## src/rtl/hilo_acc_unit.sv

```systemverilog
// rtl/hilo_acc_unit.sv - HI/LO register pair with multi-cycle mult/div accumulate and direct write path
module hilo_acc_unit #(
  parameter int W      = 32,
  parameter bit BYPASS = 1'b1
) (
  input  logic           clk,
  input  logic           reset,
  input  logic           wr_en,
  input  logic [1:0]     wr_sel,
  input  logic [W-1:0]   wr_hi,
  input  logic [W-1:0]   wr_lo,
  input  logic           rd_en,
  input  logic           op_start,
  input  logic [1:0]     op_mode,
  input  logic           op_done,
  input  logic [2*W-1:0] op_res,
  output logic [W-1:0]   hi_out,
  output logic [W-1:0]   lo_out,
  output logic           busy,
  output logic           stall,
  output logic           err
);

  typedef enum logic {
    ST_IDLE = 1'b0,
    ST_BUSY = 1'b1
  } state_e;

  localparam logic [1:0] MODE_OVR = 2'b00;
  localparam logic [1:0] MODE_ADD = 2'b01;
  localparam logic [1:0] MODE_SUB = 2'b10;

  state_e         state_q, state_d;
  logic [1:0]     mode_q, mode_d;
  logic [W-1:0]   hi_q, hi_d;
  logic [W-1:0]   lo_q, lo_d;
  logic           err_q, err_d;

  logic [2*W-1:0] acc_cur;
  logic [2*W-1:0] acc_res;
  logic [1:0]     mode_cap;
  logic           fwd_hi, fwd_lo;

  // HI and LO form one 2W-bit accumulator so the LO->HI carry/borrow is free
  assign acc_cur = {hi_q, lo_q};

  // Reserved mode 11 is folded to overwrite at capture time
  assign mode_cap = (op_mode == 2'b11) ? MODE_OVR : op_mode;

  // Result of the in-flight operation applied to the current accumulator
  always_comb begin
    acc_res = op_res;
    case (mode_q)
      MODE_ADD: acc_res = acc_cur + op_res;
      MODE_SUB: acc_res = acc_cur - op_res;
      default:  acc_res = op_res;
    endcase
  end

  // Next-state for FSM, mode, HI/LO and sticky error
  always_comb begin
    state_d = state_q;
    mode_d  = mode_q;
    hi_d    = hi_q;
    lo_d    = lo_q;
    err_d   = err_q;
    case (state_q)
      ST_IDLE: begin
        // Direct write lands now; a launched op later builds on the written value
        if (wr_en) begin
          if (wr_sel[1]) hi_d = wr_hi;
          if (wr_sel[0]) lo_d = wr_lo;
        end
        if (op_done) err_d = 1'b1;
        if (op_start) begin
          mode_d  = mode_cap;
          state_d = ST_BUSY;
        end
      end
      ST_BUSY: begin
        // Direct writes are dropped here: stalled ones get re-presented,
        // the one coinciding with op_done is lost by design
        if (op_done) begin
          {hi_d, lo_d} = acc_res;
          if (op_start) begin
            mode_d  = mode_cap;
            state_d = ST_BUSY;
          end else begin
            state_d = ST_IDLE;
          end
        end else if (op_start) begin
          err_d = 1'b1;
        end
      end
      default: state_d = ST_IDLE;
    endcase
  end

  // State registers; reset overrides every other input
  always_ff @(posedge clk) begin
    if (reset) begin
      state_q <= ST_IDLE;
      mode_q  <= MODE_OVR;
      hi_q    <= '0;
      lo_q    <= '0;
      err_q   <= 1'b0;
    end else begin
      state_q <= state_d;
      mode_q  <= mode_d;
      hi_q    <= hi_d;
      lo_q    <= lo_d;
      err_q   <= err_d;
    end
  end

  // Same-cycle forwarding of a direct write only applies while idle
  assign fwd_hi = BYPASS && (state_q == ST_IDLE) && wr_en && wr_sel[1];
  assign fwd_lo = BYPASS && (state_q == ST_IDLE) && wr_en && wr_sel[0];

  assign hi_out = fwd_hi ? wr_hi : hi_q;
  assign lo_out = fwd_lo ? wr_lo : lo_q;
  assign busy   = (state_q == ST_BUSY);
  assign stall  = busy & (rd_en | wr_en) & ~op_done;
  assign err    = err_q;

endmodule

```

## config.mk

```make
export PLATFORM = sky130hd
export DESIGN_NAME = hilo_acc_unit
export DESIGN_NICKNAME = d
export VERILOG_FILES = /design/src/rtl/hilo_acc_unit.sv
export SDC_FILE = /design/constraint.sdc
export NUM_CORES = 1
export LEC_CHECK = 0
export BUFFER_PORTS_ARGS = -buffer_cell sky130_fd_sc_hd__buf_4
export CORE_ASPECT_RATIO = 1.75
export CORE_MARGIN = 2
export CORE_UTILIZATION = 55
export CTS_CLUSTER_DIAMETER = 60
export DETAILED_ROUTE_END_ITERATION = 10
export PLACE_DENSITY = 0.8
export SYNTH_ARGS = -nofsm -noshare
export SYNTH_HDL_FRONTEND = slang
export SYNTH_SLANG_ARGS = --single-unit
```

## constraint.sdc

```tcl
create_clock -name clk -period 13.3 [get_ports clk]
set_input_delay 3.99 -clock clk [delete_from_list [all_inputs] [get_ports clk]]
set_output_delay 3.99 -clock clk [all_outputs]
set_load 0.005 [all_outputs]
```

==> results of run 1 <==
[where the power goes]
group	internal, mW	switching [mW]	total, mW
Sequential	0.223	0.0211	0.244
Combinational	0.227	0.297	0.524
Clock	0.137	0.108	0.245
Total	0.587	0.426	1.01
[layer usage]
| metal | up-vias | part of all wire |
|---|---|---|
| li1 | 5232 | - |
| met1 | 5221 | 0.34 |
| met2 | 556 | 0.52 |
| met3 | 185 | 0.059 |
| met4 | 0 | 0.085 |
| met5 | - | 0 |
[cells by family (layout without fill, tap and decap cells)]
family | Yosys count | in the layout | share of synthesized area
AO/OA/AOI/OAI | 441 | 441 | 0.292
XOR/XNOR | 118 | 118 | 0.109
adder cells (fa/ha/maj) | 67 | 67 | 0.0886
buffers and inverters | 109 | 259 | 0.0430
flip-flops | 68 | 68 | 0.143
multiplexers | 72 | 72 | 0.0837
other | 0 | 1 | 0
AND/OR/NAND/NOR | 466 | 466 | 0.241
[per-stage QoR]
stage	hold WS, ns	total power [mW]	std cells
after floorplan	0.446	0.584	1341
after global placement	0.459	0.754	1702
after global routing	0.513	1.07	1718
final	0.474	1.01	1719
after detailed placement	0.464	0.759	1702
after CTS	0.477	1.00	1718
[worst min-delay path by stage]
stage | endpoint | cells past startpoint | slack, ns | start
floorplan | lo_q[15]$_SDFFE_PP0P_ | 2 | 0.45 | lo_q[15]$_SDFFE_PP0P_
global placement | err$_SDFFE_PP0P_ | 2 | 0.46 | err$_SDFFE_PP0P_
detailed placement | err$_SDFFE_PP0P_ | 2 | 0.46 | err$_SDFFE_PP0P_
CTS | err$_SDFFE_PP0P_ | 2 | 0.48 | err$_SDFFE_PP0P_
global route | lo_q[23]$_SDFFE_PP0P_ | 2 | 0.51 | lo_q[23]$_SDFFE_PP0P_
finish | err$_SDFFE_PP0P_ | 2 | 0.47 | err$_SDFFE_PP0P_
[placed cells by master (no fill, tap or decap), types with 20 or more instances in the layout]
cell        n
nor2_1    144
o21ai_0    60
mux2_2     63
dfxtp_1    67
xor2_1     29
a31oi_1    20
nand2_1   125
a21oi_1   157
inv_1      29
nand2b_1   20
a21o_1     43
xnor2_1    88
ha_1       65
o211ai_1   57
buf_4     213
nor3_1     41
[state kept, by name, summed over array words and instances (netlist names)]
register and cells:
mode_q 2, err 1, busy 1, hi_q 32, lo_q 32
[layout make-up]
type / count / area share
timing repair buffer: 213 / 0.140
multi-input combinational: 1164 / 0.681
inverter: 30 / 0.00985
sequential: 68 / 0.119
clock inverter: 3 / 0.00186
clock buffer: 13 / 0.0228
antenna: 1 / 0.000219
tap: 227 / 0.0249
[worst reg2reg max path, stage by stage, from the launching register on]
cell and delay, ns:
dfxtp_1 0.31, inv_1 0.05, ha_2 0.54, buf_4 0.52, inv_1 0.26, and2_1 0.21, xnor2_1 0.12, ha_1 0.37
o21ai_0 0.14, or2_1 0.22, o22ai_1 0.27, o21ai_1 0.29, o21a_1 0.28, o21ai_1 0.53, a21oi_1 0.20, o31ai_1 0.35
xnor2_1 0.13, a311oi_1 0.25
==> flow_metrics.env, run 1 <==
export IMPL_drtPass1Iterations=8
export IMPL_cp_slowest_cell="buf_4"
export IMPL_syn_avg_cell_area_um2=7.12
export IMPL_cp_top_family="buffers and inverters"
export IMPL_status="finished clean"
export IMPL_clock_skew_ns=0.00974
export IMPL_synth_most_common_cell="a21oi_1"
export IMPL_synth_top_area_cell="dfxtp_1"
export IMPL_drc=0
export IMPL_rows=63
export IMPL_busiest_layer="met2"
export IMPL_die_h_um=178
export IMPL_synth_nets=1546
export IMPL_grt_usage=0.383
export IMPL_multi_input_area_um2=7780
export IMPL_synth_edf_count=0
export IMPL_drt_total_wl_mm=36.6
export IMPL_synth_main_ff_cell="dfxtp_1"
export IMPL_maxSlewHeadroom=0.301
export IMPL_grtUsageMet2=0.719
export IMPL_clk_pin_slew_ns=0.06
export IMPL_postSynthCellCount=1341
export IMPL_grt_max_degree=71
export IMPL_die_w_um=104
export IMPL_cp_endpoint="hi_out[20]"
export IMPL_cts_tree="built"
export IMPL_crit_fanout=23
export IMPL_rrSetupSlack_ns=8.17
export IMPL_holdBufCountCts=0
export IMPL_drt_iter0_drc=602
export IMPL_ant_nets=0
export IMPL_crit_top_cell="buf_4"
export IMPL_clk_latency_ns=0.36
export IMPL_synth_warnings=0
export IMPL_synth_common_cells="a21oi_1 (157), nor2_1 (145), nand2_1 (125)"
export IMPL_use_met3=0.0596
export IMPL_crit_required_ns=9.31
export IMPL_cts_buffers=9
export IMPL_place_gp_congestion=1.02
export IMPL_hold_path_class="flip-flop to flip-flop"
export IMPL_finalSetupViolations=0
export IMPL_fillers=1535
export IMPL_synth_async_sr_flop_share=0
export IMPL_fin_ws_ns=3.74
export IMPL_grt_setup_unrepaired="no"
export IMPL_pre_cts_slack_ns=3.77
export IMPL_critPathLaunch="wr_en"
export IMPL_antenna_found_initial=0
export IMPL_synth_cell_type_count=75
export IMPL_r2r_end="hi_q[28]$_SDFFE_PP0P_"
export IMPL_cp_depth=6
export IMPL_ir_drop_v=0.0000548
export IMPL_regArea_um2=1370
export IMPL_grt_pass1_vias=10900
export IMPL_rr_worst_depth=17
export IMPL_critPathBufInv=3
export IMPL_max_slew_worst_pin_slew_ns=1.04
export IMPL_dieArea_um2=18500
export IMPL_cts_resized=0
export IMPL_vias=11200
export IMPL_fin_nets=1691
export IMPL_post_drt_via_cell_ratio=6.51
export IMPL_r2r_start="mode_q[0]$_SDFFE_PP0P_"
export IMPL_wl_per_cell_um=21.3
export IMPL_coreArea_um2=16900
export IMPL_power_density_nw_per_um2=88.6
export IMPL_finalHoldViolations=0
export IMPL_fin_setup_tns_ns=0
export IMPL_synth_seq_cells=68
export IMPL_netlist_area_um2=9550
export IMPL_grt_overflow=0
export IMPL_drive_above_1_share=0.211
export IMPL_synth_top_area_frac=0.143
export IMPL_drv_slew=0
export IMPL_area_growth_pct=19.7
export IMPL_placed_area_um2=11100
export IMPL_grt_pass1_wl_mm=56.1
export IMPL_dpl_hpwl_mm=28.2
export IMPL_arrival_ns=5.57
export IMPL_io_buffers=204
export IMPL_path_cells="buf_4 > nor2b_1 > nand2_1 > buf_4 > mux2_2 > buf_4"
export IMPL_crit_path_start_kind="primary input"
export IMPL_htreeDepth=3
export IMPL_boundaryPins=205
export IMPL_root_buffer="clkbuf_16"
export IMPL_post_cts_buffers=0
export IMPL_critical_path_class="primary input to primary output"
export IMPL_post_route_util=0.674
export IMPL_seq_area_frac_synth=0.143
export IMPL_cp_end_kind="primary output"
export IMPL_fin_crit_ns=9.56
export IMPL_cpPeakStageDelay_ns=0.43
export IMPL_start_util=0.563
export IMPL_period_share=0.719
export IMPL_clkSinkCount=68
export IMPL_max_freq_mhz=105
export IMPL_synth_area_top_cells="dfxtp_1 (14%), ha_1 (8.6%), a21oi_1 (8.2%), xnor2_1 (8.1%), mux2_2 (7.4%)"
export IMPL_clockBufferDepth=2
export IMPL_drv_cap=0
export IMPL_fin_area_um2=11400
export IMPL_use_met1=0.369
export IMPL_p_leak_nw=5.01
No activity file was read; power rests on OpenSTA's default activity.
==> run 2: changes to the inputs <==
==> constraint.sdc (replaced) <==
create_clock -name clk -period 9.4 [get_ports clk]
set_input_delay 2.82 -clock clk [delete_from_list [all_inputs] [get_ports clk]]
set_output_delay 2.82 -clock clk [all_outputs]
set_load 0.005 [all_outputs]
==> flow_metrics.env, run 2 (synthesis results as in run 1) <==
export IMPL_status="finished clean"
export IMPL_ant_nets=0
export IMPL_arrival_ns=8.31
export IMPL_finalNonFillerCells=1719
export IMPL_cts_resized=0
export IMPL_drive_above_1_share=0.211
export IMPL_rows=63
export IMPL_clk_latency_ns=0.35
export IMPL_p_leak_nw=5.02
export IMPL_coreArea_um2=16900
export IMPL_grt_pass1_wl_mm=57.0
export IMPL_maxSlewHeadroom=0.327
export IMPL_max_slew_worst_pin_slew_ns=1.00
export IMPL_area_growth_pct=19.7
export IMPL_die_h_um=178
export IMPL_htreeDepth=3
export IMPL_boundaryPins=205
export IMPL_cts_tree="built"
export IMPL_io_buffers=204
export IMPL_fin_ws_ns=1.35
export IMPL_fin_setup_tns_ns=0
export IMPL_drtPass1Iterations=5
export IMPL_hold_path_class="flip-flop to flip-flop"
export IMPL_drt_total_wl_mm=37.0
export IMPL_fin_crit_ns=8.05
export IMPL_fin_nets=1692
export IMPL_post_cts_buffers=0
export IMPL_clockBufferDepth=2
export IMPL_clock_skew_ns=0.00689
export IMPL_clkSinkCount=68
export IMPL_crit_required_ns=9.66
export IMPL_path_cells="buf_4 > or3_1 > nor4_1 > and3b_1 > and2_1 > nand2b_1 > nor4_1 > buf_4 > a21oi_1 > xnor2_1 > ha_1 > and4_1 > nand2_1 > nand4b_1 > o21ai_1 > a21oi_1 > o31ai_1 > xnor2_1 > a311oi_1"
export IMPL_fin_area_um2=11400
export IMPL_period_share=0.857
export IMPL_pre_cts_slack_ns=1.25
export IMPL_cp_end_kind="flip-flop"
export IMPL_place_inst=1703
export IMPL_drc=0
export IMPL_start_util=0.563
export IMPL_critical_path_class="primary input to flip-flop"
export IMPL_layout_common_cells="buf_4 (214), a21oi_1 (157), nor2_1 (144)"
export IMPL_drv_slew=0
export IMPL_grt_setup_unrepaired="no"
export IMPL_dieArea_um2=18500
export IMPL_cpPeakStageDelay_ns=0.89
export IMPL_multi_input_area_um2=7780
export IMPL_grt_usage=0.390
export IMPL_wl_per_cell_um=21.5
export IMPL_whs_ns=0.471
export IMPL_root_buffer="clkbuf_16"
export IMPL_grt_overflow=0
export IMPL_layout_commonest_cell="buf_4"
export IMPL_post_drt_via_cell_ratio=6.43
export IMPL_grt_pass1_vias=11000
export IMPL_antenna_found_initial=0
export IMPL_drt_iter0_drc=680
export IMPL_place_gp_congestion=1.06
export IMPL_cp_slowest_cell="nor4_1"
export IMPL_finalSetupViolations=0
export IMPL_drv_cap=0
export IMPL_insertedDiodeCount=0
export IMPL_crit_path_start_kind="primary input"
export IMPL_max_freq_mhz=124
export IMPL_placed_area_um2=11200
export IMPL_fillers=1531
export IMPL_reg_largest_list="hi_q (32), lo_q (32), mode_q (2)"
export IMPL_ir_drop_v=0.0000804
export IMPL_die_w_um=104
export IMPL_holdBufCountCts=0
export IMPL_cts_buffers=9
export IMPL_crit_fanout=8
export IMPL_regArea_um2=1370
export IMPL_power_density_nw_per_um2=126
export IMPL_dpl_hpwl_mm=29.2
export IMPL_grt_max_degree=70
export IMPL_clk_pin_slew_ns=0.06
export IMPL_finalHoldViolations=0
export IMPL_vias=11000
==> run 2: cell count changes in the layout (fill, tap and decap cells not counted), sizes merged <==
cell / delta
buf: +1
diode: -1
==> run 2: worst paths after layout <==
kind	slack (ns)	endpoint	cells after the start	startpoint
setup reg to reg	4.63	hi_q[29]$_SDFFE_PP0P_	16	mode_q[0]$_SDFFE_PP0P_
hold reg to reg	0.47	err$_SDFFE_PP0P_	2	err$_SDFFE_PP0P_
hold / removal	0.47	err$_SDFFE_PP0P_	2	err$_SDFFE_PP0P_
setup / recovery	1.35	hi_q[28]$_SDFFE_PP0P_	19	op_res[4]
==> run 2: area by class of cell <==
cell class | instances | share of cell area
Multi-Input combinational cell | 1164 | 0.681
Timing Repair Buffer | 214 | 0.141
Sequential cell | 68 | 0.119
Tap cell | 227 | 0.0248
Clock buffer | 13 | 0.0228
Inverter | 30 | 0.00985
Clock inverter | 3 | 0.00186
==> run 2: routing by layer <==
layer,share of wire,global-route usage
met5,0,0
met4,0.087,0.313
met3,0.054,0.0530
met2,0.52,0.738
met1,0.34,0.378
==> run 2: worst max-delay path: cells and delay by family <==
family                   cells  cell delay (ns)
adder cells (fa/ha/maj)      1             0.42
XOR/XNOR                     2             0.29
buffers and inverters        2             0.33
AND/OR/NAND/NOR              9             2.92
AO/OA/AOI/OAI                5             1.55
==> run 2: power by group <==
group	internal [mW]	switching [mW]
Combinational	0.322	0.424
Sequential	0.315	0.0302
Clock	0.194	0.151
==> run 2: stage by stage <==
step	util	total power [mW]
6_report	0.675	1.44
5_1_grt	0.675	1.51
4_1_cts	0.675	1.42
3_5_place_dp	0.658	1.08
3_3_place_gp	0.658	1.07
2_1_floorplan	-	0.826
